<file path="src/rtl/shift_pipe_unit.sv">
// Pipelined log shifter/rotator with a global valid/ready stall.
// Each mux level shifts by a power of two, and a pipeline register follows every REG_EVERY levels.
module shift_pipe_unit #(
    parameter int unsigned WIDTH     = 32,
    parameter int unsigned REG_EVERY = 1
) (
    input  logic             CLK,
    input  logic             RST,
    input  logic             IN_VALID,
    output logic             IN_READY,
    input  logic [WIDTH-1:0] D,
    input  logic [31:0]      S,
    input  logic [2:0]       OP,
    output logic             OUT_VALID,
    input  logic             OUT_READY,
    output logic [WIDTH-1:0] Y,
    output logic             ZERO,
    output logic             ERR
);

    localparam int unsigned SW  = $clog2(WIDTH);
    localparam int unsigned LAT = (SW + REG_EVERY - 1) / REG_EVERY;

    localparam logic [2:0] OpSrl = 3'b000;
    localparam logic [2:0] OpSll = 3'b001;
    localparam logic [2:0] OpSra = 3'b010;
    localparam logic [2:0] OpRor = 3'b011;
    localparam logic [2:0] OpRol = 3'b100;

    typedef struct packed {
        logic             valid;
        logic [2:0]       op;
        logic [SW-1:0]    amt;
        logic             sign;
        logic             oor;
        logic             err;
        logic [WIDTH-1:0] data;
    } stage_t;

    stage_t in_stage;
    stage_t stage_in [LAT];
    stage_t stage_d  [LAT];
    stage_t stage_q  [LAT];
    logic   zero_d, zero_q;
    logic   advance;

    // One mux level: shift/rotate by 2^k with the fill selected by the operation.
    function automatic logic [WIDTH-1:0] shift_level(input logic [WIDTH-1:0] din,
                                                     input logic [2:0]       op,
                                                     input logic             sign,
                                                     input int               k);
        int unsigned      sh;
        logic [WIDTH-1:0] fill;
        logic [WIDTH-1:0] r;
        sh   = 32'd1 << k;
        fill = {WIDTH{sign}};
        case (op)
            OpSrl:   r = din >> sh;
            OpSll:   r = din << sh;
            OpSra:   r = (din >> sh) | (fill << (WIDTH - sh));
            OpRor:   r = (din >> sh) | (din << (WIDTH - sh));
            OpRol:   r = (din << sh) | (din >> (WIDTH - sh));
            default: r = din;
        endcase
        return r;
    endfunction

    // Input decode: the range check needs the full 32-bit amount, so it is resolved here.
    always_comb begin
        in_stage       = '0;
        in_stage.valid = IN_VALID;
        in_stage.op    = OP;
        in_stage.data  = D;
        in_stage.sign  = D[WIDTH-1];
        case (OP)
            OpSrl, OpSll, OpSra: begin
                in_stage.amt = S[SW-1:0];
                in_stage.oor = (S >= 32'(WIDTH));
            end
            OpRor, OpRol: begin
                in_stage.amt = S[SW-1:0];
            end
            default: begin
                in_stage.err = 1'b1;
            end
        endcase
    end

    always_comb begin
        stage_in[0] = in_stage;
        for (int s = 1; s < int'(LAT); s++) begin
            stage_in[s] = stage_q[s-1];
        end
    end

    always_comb begin
        stage_t cur;
        for (int s = 0; s < int'(LAT); s++) begin
            cur = stage_in[s];
            for (int k = 0; k < int'(SW); k++) begin
                if ((k / int'(REG_EVERY)) == s && cur.amt[k]) begin
                    cur.data = shift_level(cur.data, cur.op, cur.sign, k);
                end
            end
            // Out-of-range logical/arithmetic shifts override whatever the levels produced.
            if (s == int'(LAT) - 1 && cur.oor) begin
                cur.data = (cur.op == OpSra) ? {WIDTH{cur.sign}} : '0;
            end
            stage_d[s] = cur;
        end
    end

    assign zero_d = (stage_d[LAT-1].data == '0);

    always_ff @(posedge CLK or posedge RST) begin
        if (RST) begin
            for (int s = 0; s < int'(LAT); s++) begin
                stage_q[s] <= '0;
            end
            zero_q <= 1'b0;
        end else if (advance) begin
            for (int s = 0; s < int'(LAT); s++) begin
                stage_q[s] <= stage_d[s];
            end
            zero_q <= zero_d;
        end
    end

    assign advance   = ~stage_q[LAT-1].valid | OUT_READY;
    assign IN_READY  = advance;
    assign OUT_VALID = stage_q[LAT-1].valid;
    assign Y         = stage_q[LAT-1].data;
    assign ERR       = stage_q[LAT-1].err;
    assign ZERO      = zero_q;

endmodule

</file>
<file path="config.mk">
export PLATFORM = sky130hd
export DESIGN_NAME = shift_pipe_unit
export DESIGN_NICKNAME = d
export VERILOG_FILES = /design/src/rtl/shift_pipe_unit.sv
export SDC_FILE = /design/constraint.sdc
export NUM_CORES = 1
export LEC_CHECK = 0
export CAP_MARGIN = 40
export CORE_MARGIN = 2
export CORE_UTILIZATION = 52
export DETAILED_ROUTE_END_ITERATION = 8
export GPL_TIMING_DRIVEN = 0
export PLACE_DENSITY = 0.76
export SETUP_SLACK_MARGIN = 0.1
export SYNTH_ARGS = -nofsm -noshare
export SYNTH_HDL_FRONTEND = slang
export SYNTH_SLANG_ARGS = --single-unit
</file>
<file path="constraint.sdc">
create_clock -name CLK -period 6.3 [get_ports CLK]
set_input_delay 1.26 -clock CLK [delete_from_list [all_inputs] [get_ports CLK]]
set_output_delay 1.26 -clock CLK [all_outputs]
set_load 0.02 [all_outputs]
</file>
Yosys cells after proc, flatten, opt, wreduce, memory -nomap -nowiden
Index checks and enable logic that the tools add are counted.
Cells by class
  shift operators: 0
  bitwise logic cells: 16
  multipliers: 0
  $add $sub $neg: 0
  divide/modulo/power cells: 0
  reductions and logical operators: 9
  muxes and demuxes: 15
  equality and inequality tests: 20
  $lt $le $gt $ge: 1
Operators by type and width (count)
  case mux 32 bit (5 select lines): 4
  two-way mux 32 bit: 7
  case mux 32 bit (4 select lines): 1
  OR 24 x 32 -> 32 bit: 2
  OR 28 x 32 -> 32 bit: 2
  OR 30 x 32 -> 32 bit: 2
  OR 31 x 32 -> 32 bit: 2
  >= comparator 32 x 6 -> 1 bit (second input constant): 1
  zero test 32 bit: 1
  OR 16 x 32 -> 32 bit: 1
  OR 32 x 1 -> 32 bit: 1
  OR 32 x 16 -> 32 bit: 1
  OR 32 x 2 -> 32 bit: 1
  OR 32 x 4 -> 32 bit: 1
  OR 32 x 8 -> 32 bit: 1
  == test 3 x 2 -> 1 bit (second input constant): 10
  == test 3 x 1 -> 1 bit (second input constant): 5
  == test 3 bit (second input constant): 5
  zero test 3 bit: 5
  two-way mux 5 bit: 1
  OR reduction 5 bit: 1
  OR reduction 3 bit: 1
  two-way mux 1 bit: 2
  OR reduction 2 bit: 1
  other kinds (2): 2
Word-level totals
  register bits: 211
  ROM bits: 0
  memories: 0
  latch bits: 0
  word-level logic and storage cells: 93
  bits in writable memories: 0
  output and inout bits: 36

Depth between registers and ports, before layout
Gate-level depths: netlist (run 1).
  depth in word-level cells: 6
  gate-level depth with buffers: 10
  gate-level depth less buffers: 6

Worst setup path before layout (run 1)
Ideal clock, no wire load.
  kind: input port to output port
  start: in OUT_READY
  end: out IN_READY
  arrival time: 2.268 ns
  stages: 5
  path buffers: 3
  slack: 2.772 ns
  data required time: 5.040 ns
  path through: nor2b_1 -> buf_2 -> inv_2 -> clkbuf_1 -> buf_1
On the way
  longest elaborated chain between the ends: 1
RTL lines
  from (decl): line 15  | input logic OUT_READY,
  OR 1 bit: line 129  | assign advance = ~stage_q[LAT-1].valid | OUT_READY;
  to (decl): line 10  | output logic IN_READY,
No other way between the ends.

Worst setup path after layout (run 1)
Same ends and word-level chain as after synthesis.

==> impl_metrics.py, run 1 <==
metrics = {
    "place": {
        "place_congestion": 0.961,
        "numPortBuffers": 106,
        "post_dp_cell_area_um2": 12700,
        "place_inst": 1774,
        "dp_hpwl_mm": 27.0,
    },
    "hold_path": {
        "hold_class": "reg2reg",
        "min_path_cells": 2,
    },
    "route": {
        "vias": 11100,
        "drtIter0Drc": 992,
        "dr.pass1.iters": 5,
        "drc": 0,
        "drtAntennaViolNets": 0,
        "detail_route.wl_per_cell_um": 19.8,
        "finalWirelength_mm": 36.0,
        "vias_per_cell": 6.13,
    },
    "worst_setup_path": {
        "path_common_cell": "clkdlybuf4s50_1",
        "worstSetupStartpointType": "primary input",
        "cpLargestDelayFamily": "buffers and inverters",
        "critPathKind": "in2out",
        "crit_buf_inv": 6,
        "crit_chain": "clkdlybuf4s50_1 -> nor2b_1 -> buf_2 -> inv_2 -> clkbuf_1 -> buf_1 -> clkdlybuf4s50_1",
        "ff2ff_path_depth": 5,
        "critPathMaxStageDelay_ps": 630,
        "arrival_ps": 3960,
        "cp_slowest_cell": "clkdlybuf4s50_1",
        "critPathRequiredTime_ps": 5040,
        "worst-path-stages": 7,
        "crit_path_max_fanout": 10,
        "endpoint_kind": "output port",
    },
    "global_route": {
        "grt_pass1_vias": 10400,
        "grt.total_usage_pct": 32.1,
        "overflow": 0,
        "grt_pass1_wl_mm": 57.0,
        "grt_antenna_before_repair": 0,
        "grt_max_degree": 41,
    },
    "cells_and_area": {
        "instances_no_fill": 1816,
        "diodes": 0,
        "mostFrequentLayoutCell": "nand2_1",
        "fillers": 1878,
        "layout-drive-gt1-share_pct": 4.93,
        "final_area_um2": 13400,
        "layout_common_cells": "nand2_1, o21ai_0, dfrtp_1",
        "area_delta_synth_final_pct": 20.3,
        "finalNetCount": 1595,
    },
    "floorplanning": {
        "die-width_um": 151,
        "num_rows": 53,
        "die_area_um2": 22700,
        "die_h_um": 151,
        "core_area_um2": 21100,
        "initial_utilization_pct": 53.0,
        "pin_count": 107,
    },
    "clock_network": {
        "cts_buffers": 23,
        "insertion_delay_ps": 530,
        "cts_tree": "done",
        "cts.repair.resized": 0,
        "root_buffer": "clkbuf_16",
        "cts_hold_buf": 0,
        "postCtsSetupRepairBufs": 0,
        "max-clock-path-buffers": 3,
        "path_clk_slew_ps": 60,
        "htree_levels": 1,
        "cts.sinks": 201,
    },
    "synthesis": {
        "ys_warn_count": 0,
        "synth_ff_type": "dfrtp_1",
        "synth_area_um2": 11200,
        "synth-seq-cells": 201,
        "synth_edf_count": 0,
        "synth_cell_type_count": 64,
        "synth.avg_cell_area_um2": 8.05,
        "mappedNetlistNets": 1459,
        "synth_cells": 1388,
        "synthArstFlopShare_pct": 100,
        "yosysSeqAreaShare_pct": 45.0,
    },
    "power_and_ir_drop": {
        "p_leak_nw": 5.31,
        "total_power_mw": 7.43,
        "powerDensity_nw_per_um2": 553,
        "peakVddDrop_mv": 0.204,
    },
    "timing": {
        "slew_violations": 0,
        "clock.fmax_mhz": 192,
        "clock_skew_ps": 12.6,
        "max_slew.worst_pin.slew_ps": 769,
        "setup-violations-final": 0,
        "finalCritPeriodShare_pct": 82.8,
        "relSlewSlack_pct": 48.3,
        "finalHoldViolations": 0,
        "rsz0062_at_grt": "false",
        "fin_crit_ps": 5220,
        "holdWs_ps": 464,
        "setup_tns_ps": 0,
    },
    "run": {
        "drv_cap": 0,
    },
    "run_status": {
        "status": "finished clean",
    },
}
## cell families after synthesis
group                     Yosys count  synth area share (%)
AOI/OAI and AO/OA                 551                  30.2
xor gates and xnor gates            2                 0.157
buffers and inverters             135                  4.95
DFF                               201                  45.0
muxes                              16                  1.44
and+or+nand+nor                   483                  18.2
## per-layer routing
layer | wire length, µm | part of all wire, % | up-vias | global-route usage [%]
met1 | 15400 | 43 | 5290 | 44.7
met2 | 16300 | 45 | 514 | 50.9
met4 | 1340 | 3.7 | 0 | 11.0
met3 | 2920 | 8.1 | 91 | 5.52
met5 | 0 | 0 | - | 0
li1 | - | - | 5239 | -
## worst register-to-register path, stage by stage (launching register included)
cell,delay (ps)
dfrtp_1,340
nor2b_1,500
buf_2,400
clkbuf_1,530
clkbuf_1,600
o21ai_0,210
## power by group
group          total [mW]  internal [mW]  switching, mW
clock network        1.31          0.761          0.552
registers            2.68           1.89          0.789
logic                3.43           1.33           2.11
## state kept, by name, summed over array words and instances (netlist names)
name	count
stage_d	38
OUT_VALID	1
ZERO	1
Y	32
ERR	1
stage_in	128
## Yosys cell counts, types with 13 or more instances
master	count	share of area [%]
a21oi_1	50	2.2
a22oi_1	102	6.9
buf_2	13	0.58
clkbuf_1	93	3.1
dfrtp_1	201	45
inv_1	14	0.47
mux2i_1	15	1.3
nand2_1	332	11
nor2_1	61	2.0
nor2b_1	31	1.7
o211ai_1	22	1.5
o21ai_0	259	12
o21ai_1	18	0.81
o221ai_1	27	2.1
o22ai_1	18	1.0
## final timing paths
kind	start	endpoint	slack (ps)
min reg2reg	stage_d[43]	stage_d[43]	460
max in group asynchronous	RST	stage_in[60]	4170
max reg2reg	OUT_VALID	stage_in[155]	3570
min in group asynchronous	RST	stage_d[43]	1100
min	stage_d[43]	stage_d[43]	460
max	OUT_READY	IN_READY	1080
## final cells by class
type | count | area [µm²] | area share, %
repair buffers | 111 | 1160 | 8.64
flip-flops and latches | 201 | 5030 | 37.4
multi-input cells | 1052 | 5590 | 41.6
clock buffers | 33 | 683 | 5.08
plain buffers | 120 | 497 | 3.70
clock inverters | 9 | 71.3 | 0.531
inverters | 15 | 60.1 | 0.447
well taps | 275 | 344 | 2.56
## stage by stage
step / utilization, % / setup WS (ps)
6_report: 63.7 / 1080
5_1_grt: 63.7 / 952
4_1_cts: 63.7 / 1030
2_1_floorplan: - / 2440
3_5_place_dp: 60.1 / 1030
3_3_place_gp: 59.7 / 994
Note: power is estimated with default switching activity, not from simulation.
==> run 2, diff against run 1 <==
==> constraint.sdc (replaced) <==
create_clock -name CLK -period 4.3 [get_ports CLK]
set_input_delay 0.86 -clock CLK [delete_from_list [all_inputs] [get_ports CLK]]
set_output_delay 0.86 -clock CLK [all_outputs]
set_load 0.02 [all_outputs]
==> run 2 against run 1 <==
Effect of this change: clock skew is essentially flat; sequential cell count is the same; via count shrank 0.17%; sequential power grew 47%; cell area is the same; count of clock-buffer cells in the layout is the same; worst hold slack lost 0.61 ps; clock power grew 47%; first-iteration DRC count shrank 8.1%; global-route usage is essentially flat; utilization is the same; sequential share of layout area is the same; critical path type unchanged.
==> impl_metrics.py, run 2 (synthesized netlist as in run 1, its figures left out) <==
metrics = {
    "run_status": {
        "status": "finished clean",
    },
    "cells_and_area": {
        "layout_common_cells": "nand2_1, o21ai_0, dfrtp_1",
        "largest_reg_flops": 128,
        "mostFrequentLayoutCell": "nand2_1",
        "instances_no_fill": 1815,
        "finalNetCount": 1594,
        "layout-drive-gt1-share_pct": 5.06,
        "diodes": 0,
        "area_delta_synth_final_pct": 20.3,
    },
    "global_route": {
        "overflow": 0,
        "grt_pass1_wl_mm": 57.0,
        "grt_antenna_before_repair": 0,
        "grt_pass1_vias": 10400,
        "grt_max_degree": 41,
        "grt.total_usage_pct": 32.1,
    },
    "floorplanning": {
        "initial_utilization_pct": 53.0,
        "num_rows": 53,
        "die-width_um": 151,
        "core_area_um2": 21100,
        "die_area_um2": 22700,
        "die_h_um": 151,
        "pin_count": 107,
    },
    "route": {
        "finalWirelength_mm": 35.8,
        "vias": 11100,
        "drtIter0Drc": 912,
        "detail_route.wl_per_cell_um": 19.7,
        "dr.pass1.iters": 6,
        "drc": 0,
        "vias_per_cell": 6.12,
        "drtAntennaViolNets": 0,
    },
    "timing": {
        "rsz0062_at_grt": "false",
        "finalCritPeriodShare_pct": 89.9,
        "finalHoldViolations": 0,
        "clock_skew_ps": 12.6,
        "fin_crit_ps": 3870,
        "max_slew.worst_pin.slew_ps": 765,
        "setup_tns_ps": 0,
        "holdWs_ps": 464,
        "relSlewSlack_pct": 48.6,
        "clock.fmax_mhz": 259,
        "setup-violations-final": 0,
        "slew_violations": 0,
    },
    "worst_setup_path": {
        "worstSetupStartpointType": "primary input",
        "endpoint_kind": "output port",
        "crit_buf_inv": 5,
        "cpLargestDelayFamily": "buffers and inverters",
        "arrival_ps": 3010,
        "crit_chain": "clkdlybuf4s50_1 -> nor2b_2 -> buf_2 -> inv_2 -> buf_2 -> clkdlybuf4s50_1",
        "cp_slowest_cell": "clkdlybuf4s50_1",
        "crit_path_max_fanout": 17,
        "critPathKind": "in2out",
        "critPathMaxStageDelay_ps": 560,
        "critPathRequiredTime_ps": 3440,
        "rrSetupSlack_ps": 1770,
    },
    "place": {
        "numPortBuffers": 106,
        "place_congestion": 0.961,
        "dp_hpwl_mm": 27.0,
        "place_inst": 1774,
    },
    "clock_network": {
        "cts_hold_buf": 0,
        "max-clock-path-buffers": 3,
        "path_clk_slew_ps": 60,
        "htree_levels": 1,
        "cts_buffers": 23,
        "cts_tree": "done",
        "root_buffer": "clkbuf_16",
        "insertion_delay_ps": 530,
        "cts.sinks": 201,
    },
    "power_and_ir_drop": {
        "powerDensity_nw_per_um2": 809,
        "peakVddDrop_mv": 0.297,
        "p_leak_nw": 5.31,
    },
    "hold_path": {
        "hold_class": "reg2reg",
    },
    "run": {
        "drv_cap": 0,
    },
}
==> run 2: changes by cell type in the layout (fill, tap and decap cells not counted) <==
cell      previous run  this run
buf_1                8         7
clkbuf_1            96        95
buf_2               13        14
nor2b_1             31        30
nor2b_2              0         1
==> run 2: where the power goes <==
part	internal, mW	switching [mW]
registers	2.77	1.16
clock network	1.12	0.807
logic	1.94	3.08
==> run 2: path summary, 6_finish.rpt <==
kind	from	endpoint	cells past startpoint
setup / recovery	OUT_READY	IN_READY	6
hold / removal	stage_d[43]	stage_d[43]	2
setup reg to reg	OUT_VALID	stage_in[155]	5
hold reg to reg	stage_d[43]	stage_d[43]	2
max in group asynchronous	RST	stage_in[70]	5
min in group asynchronous	RST	stage_d[43]	2
==> run 2: per-layer routing <==
| layer | vias to the layer above | part of all wire [%] | global-route usage (%) | routed length (µm) |
|---|---|---|---|---|
| li1 | 5247 | - | - | - |
| met1 | 5250 | 42 | 44.7 | 15100 |
| met2 | 521 | 45 | 50.8 | 16300 |
| met3 | 97 | 8.5 | 5.52 | 3040 |
| met4 | 0 | 3.8 | 11.1 | 1350 |
| met5 | - | 0 | 0 | 0 |
==> run 2: layout make-up <==
type	count	area (µm²)
Clock inverter	9	71.3
Clock buffer	33	683
Tap cell	275	344
Sequential cell	201	5030
Buffer	119	494
Inverter	15	60.1
Timing Repair Buffer	111	1160
Fill cell	1879	7650
Multi-Input combinational cell	1052	5590
==> run 2: per-stage QoR <==
step                total power [mW]  cell area (µm²)  setup WS, ps  utilization, %
floorplan                       6.86            11200           838               -
global placement                8.71            12600          -606            59.7
detailed placement              8.83            12700          -169            60.1
CTS                             10.8            13400           165            63.7
global route                    11.6            13400           350            63.7
finish                          10.9            13400           434            63.7
==> run 2: worst reg2reg max path: cells and delay by family, from the launching register on <==
kind / cells / cell delay [ps]
AOI/OAI and AO/OA: 1 / 210
buffers and inverters: 3 / 1490
DFF: 1 / 340
and+or+nand+nor: 1 / 350
==> run 2: repair_timing <==
action                                  CTS  global route
endpoints found under the setup margin    1             1
setup buffers                             0             0
gates resized for setup                   2             0
hold endpoints to repair                  0             0
cloned                                    0             0
==> run 3, diff against run 2 <==
--- a/config.mk
+++ b/config.mk
@@ -12,6 +12,7 @@
 export GPL_TIMING_DRIVEN = 0
 export PLACE_DENSITY = 0.76
 export SETUP_SLACK_MARGIN = 0.1
+export SKIP_LAST_GASP = 1
 export SYNTH_ARGS = -nofsm -noshare
 export SYNTH_HDL_FRONTEND = slang
 export SYNTH_SLANG_ARGS = --single-unit
==> results of run 3 <==
No change in the layout: final DEF, timing and power equal those of run 2.
==> RTL edit: new RTL, settings of run 1 <==
Reset style: synchronous (`RST`), changed in one clocked block.
--- a/src/rtl/shift_pipe_unit.sv
+++ b/src/rtl/shift_pipe_unit.sv
@@ -113,5 +113,5 @@
     assign zero_d = (stage_d[LAT-1].data == '0);
 
-    always_ff @(posedge CLK or posedge RST) begin
+    always_ff @(posedge CLK) begin
         if (RST) begin
             for (int s = 0; s < int'(LAT); s++) begin
Check against the original RTL: differs if RST is asserted again (counterexample within 4 cycles, from zero or initial values and one cycle with RST high); with RST held inactive, the same outputs for 4 cycles.
==> RTL edit against run 1 <==
  * Clock skew rose by 0.0033 ns
  * Hold slack gained 0.024 ns
  * Via count is 19% lower
  * Wire length down 19%
  * Synthesized cell count shrank 26%
  * Sequential share of layout area increased by 8.3 points
  * Final cell count is 20% lower
  * Sequential cell count did not move
  * Synthesized area is 1.7% lower
  * Setup slack better by 1.5 ns
  * Utilization shrank 0.67 points
  * Design area down 2.0%
  * Highest routed layer unchanged
Power is not compared: it rests on default switching activity, and its combinational part moved more than twofold at a synthesized area within 25%.
==> RTL edit: results (changes against run 1) <==
- Status: complete, no violations
- Synth async-reset ratio: 0 (-1.000)
- Global-route wire length before repair: 45.58 mm (-20%)
- Largest net degree at the start of global routing: 113 (+180%)
- RD Place Congestion: 1.000 (+4.1%)
- Worst flop-to-flop path startpoint: stage_q[0][172]$_SDFFCE_PN0P_
- Primary FF master, synth: edfxtp_1
- Worst Setup SP: OUT_READY
- H-Tree Depth: 1 (unchanged)
- Worst Path Arrival: 2.48 ns (-1.48 ns)
- Post_cts resized: 0 (unchanged)
- Port Buffer Count: 105 (-0.94%)
- Synth area leaders: edfxtp_1 (55%), a211oi_1 (7.7%), nor2_1 (5.4%)
- Gr usage total: 0.2632 (-0.05744)
- Layout cells sized above 1: 0.06319 (+0.01388)
- Final nets: 1227 (-23%)
- Sw Pwr: 828.2 uW
- Clock transition at path regs: 0.06 ns (about the same)
- R2R setup slack: 3.74 ns (+0.17 ns)
- Post-DP HPWL: 21.65 mm (-20%)
- Vias in the first global route: 8494 (-18%)
- DP Area: 12410 um^2 (-2.1%)
- Sequential share of the synthesized area: 0.5488 (+0.09860)
- Postcts setup bufs: 0 (unchanged)
- Highest net fanout along the worst path: 4 (-6)
- Skew-Pair Late Insertion Delay: 0.50 ns (-0.03 ns)
- R2r endpoint: ZERO$_SDFFE_PP0N_
- EDFF count, synth: 200 (+200)
- Cells after Synth: 1026 (-26%)
- Largest register FFs: 200 (+56%)
- Avg Vias per Cell: 6.198 (+1.1%)
- Filler Cell Count: 1752 (-6.7%)
- Placed cell count: 1407 (-21%)
- Netlist cell types: 55 (-14%)
- Cells on worst reg2reg path: 7 (+2)
- Worst-margin pin slew: 0.9140 ns (+0.1447 ns)
- Clock Skew: 0.01587 ns (+0.003279 ns)
- Initial drt markers: 757 (-24%)
- Hold crit path type: reg -> reg
- Most common library cells after synthesis: edfxtp_1 (200), nor2_1 (159), a211oi_1 (113), a22oi_1 (78), a21oi_1 (77)
- Pre-CTS setup slack: 2.555 ns (+1.524 ns)
- VDD IR max: ~0.17 mV
- Crit path capture: IN_READY
- Syn Nets: 1097 (-25%)
- Avg WL per Cell: 20.20 um (+2.0%)
- Drt total wl: 29.21 mm (-19%)
- Number of CTS-inserted buffers: 22 (-4.3%)
RTL edit: how the worst min path moves through the flow:
| stage | from | end | slack [ns] | cells past startpoint |
|---|---|---|---|---|
| 3_5_place_dp | ZERO$_SDFFE_PP0N_ | ZERO$_SDFFE_PP0N_ | 0.48 | 1 |
| 5_1_grt | ZERO$_SDFFE_PP0N_ | ZERO$_SDFFE_PP0N_ | 0.51 | 1 |
| 2_1_floorplan | stage_q[0][76]$_SDFFCE_PN0P_ | stage_q[0][120]$_SDFFCE_PN0P_ | 0.50 | 1 |
| 3_3_place_gp | ZERO$_SDFFE_PP0N_ | ZERO$_SDFFE_PP0N_ | 0.47 | 1 |
| 4_1_cts | ZERO$_SDFFE_PP0N_ | ZERO$_SDFFE_PP0N_ | 0.49 | 1 |
| 6_report | ZERO$_SDFFE_PP0N_ | ZERO$_SDFFE_PP0N_ | 0.49 | 1 |
RTL edit: layout make-up:
class / count / area [um^2] / share of cell area
sequential: 201 / 6026 / 0.4575
multi-input combinational: 711 / 4458 / 0.3385
timing repair buffer: 106 / 1079 / 0.08189
clock buffer: 24 / 579.3 / 0.04399
buffer: 97 / 432.9 / 0.03287
tap: 275 / 344.1 / 0.02613
clock inverter: 15 / 180.2 / 0.01368
inverter: 17 / 71.32 / 0.005415
RTL edit: kinds of logic after synthesis:
family | synth area share
XOR/XNOR | 0.002393
AO/OA/AOI/OAI | 0.2500
AND/OR/NAND/NOR | 0.1160
multiplexers | 0.03760
buffers and inverters | 0.04524
flip-flops | 0.5488
RTL edit: critical path, cell delays in order:
cell,delay [ns]
clkdlybuf4s50_1,0.44
nand2b_1,0.16
clkdlybuf4s50_1,0.62
RTL edit: power groups by stage:
stage	combinational [mW]	clock [mW]	sequential (mW)
after detailed placement	0.419	0	1.67
after CTS	0.421	1.35	1.64
final	0.424	1.33	1.65
after floorplan	0.263	0	1.65
after global routing	0.468	1.40	1.65
after global placement	0.414	0	1.67
RTL edit: layer usage:
metal  vias to the layer above  share of wire  GRT usage
li1                       4247              -          -
met1                      4147           0.37     0.3017
met2                       448           0.50     0.4680
met3                       121          0.061    0.03853
met4                         0          0.063     0.1548
met5                         -              0          0
RTL edit: per-stage QoR:
stage,utilization,hold slack [ns]
global placement,0.5925,0.4686
detailed placement,0.5941,0.4803
finish,0.6305,0.4881
global route,0.6305,0.5134
floorplan,-,0.4967
CTS,0.6305,0.4947
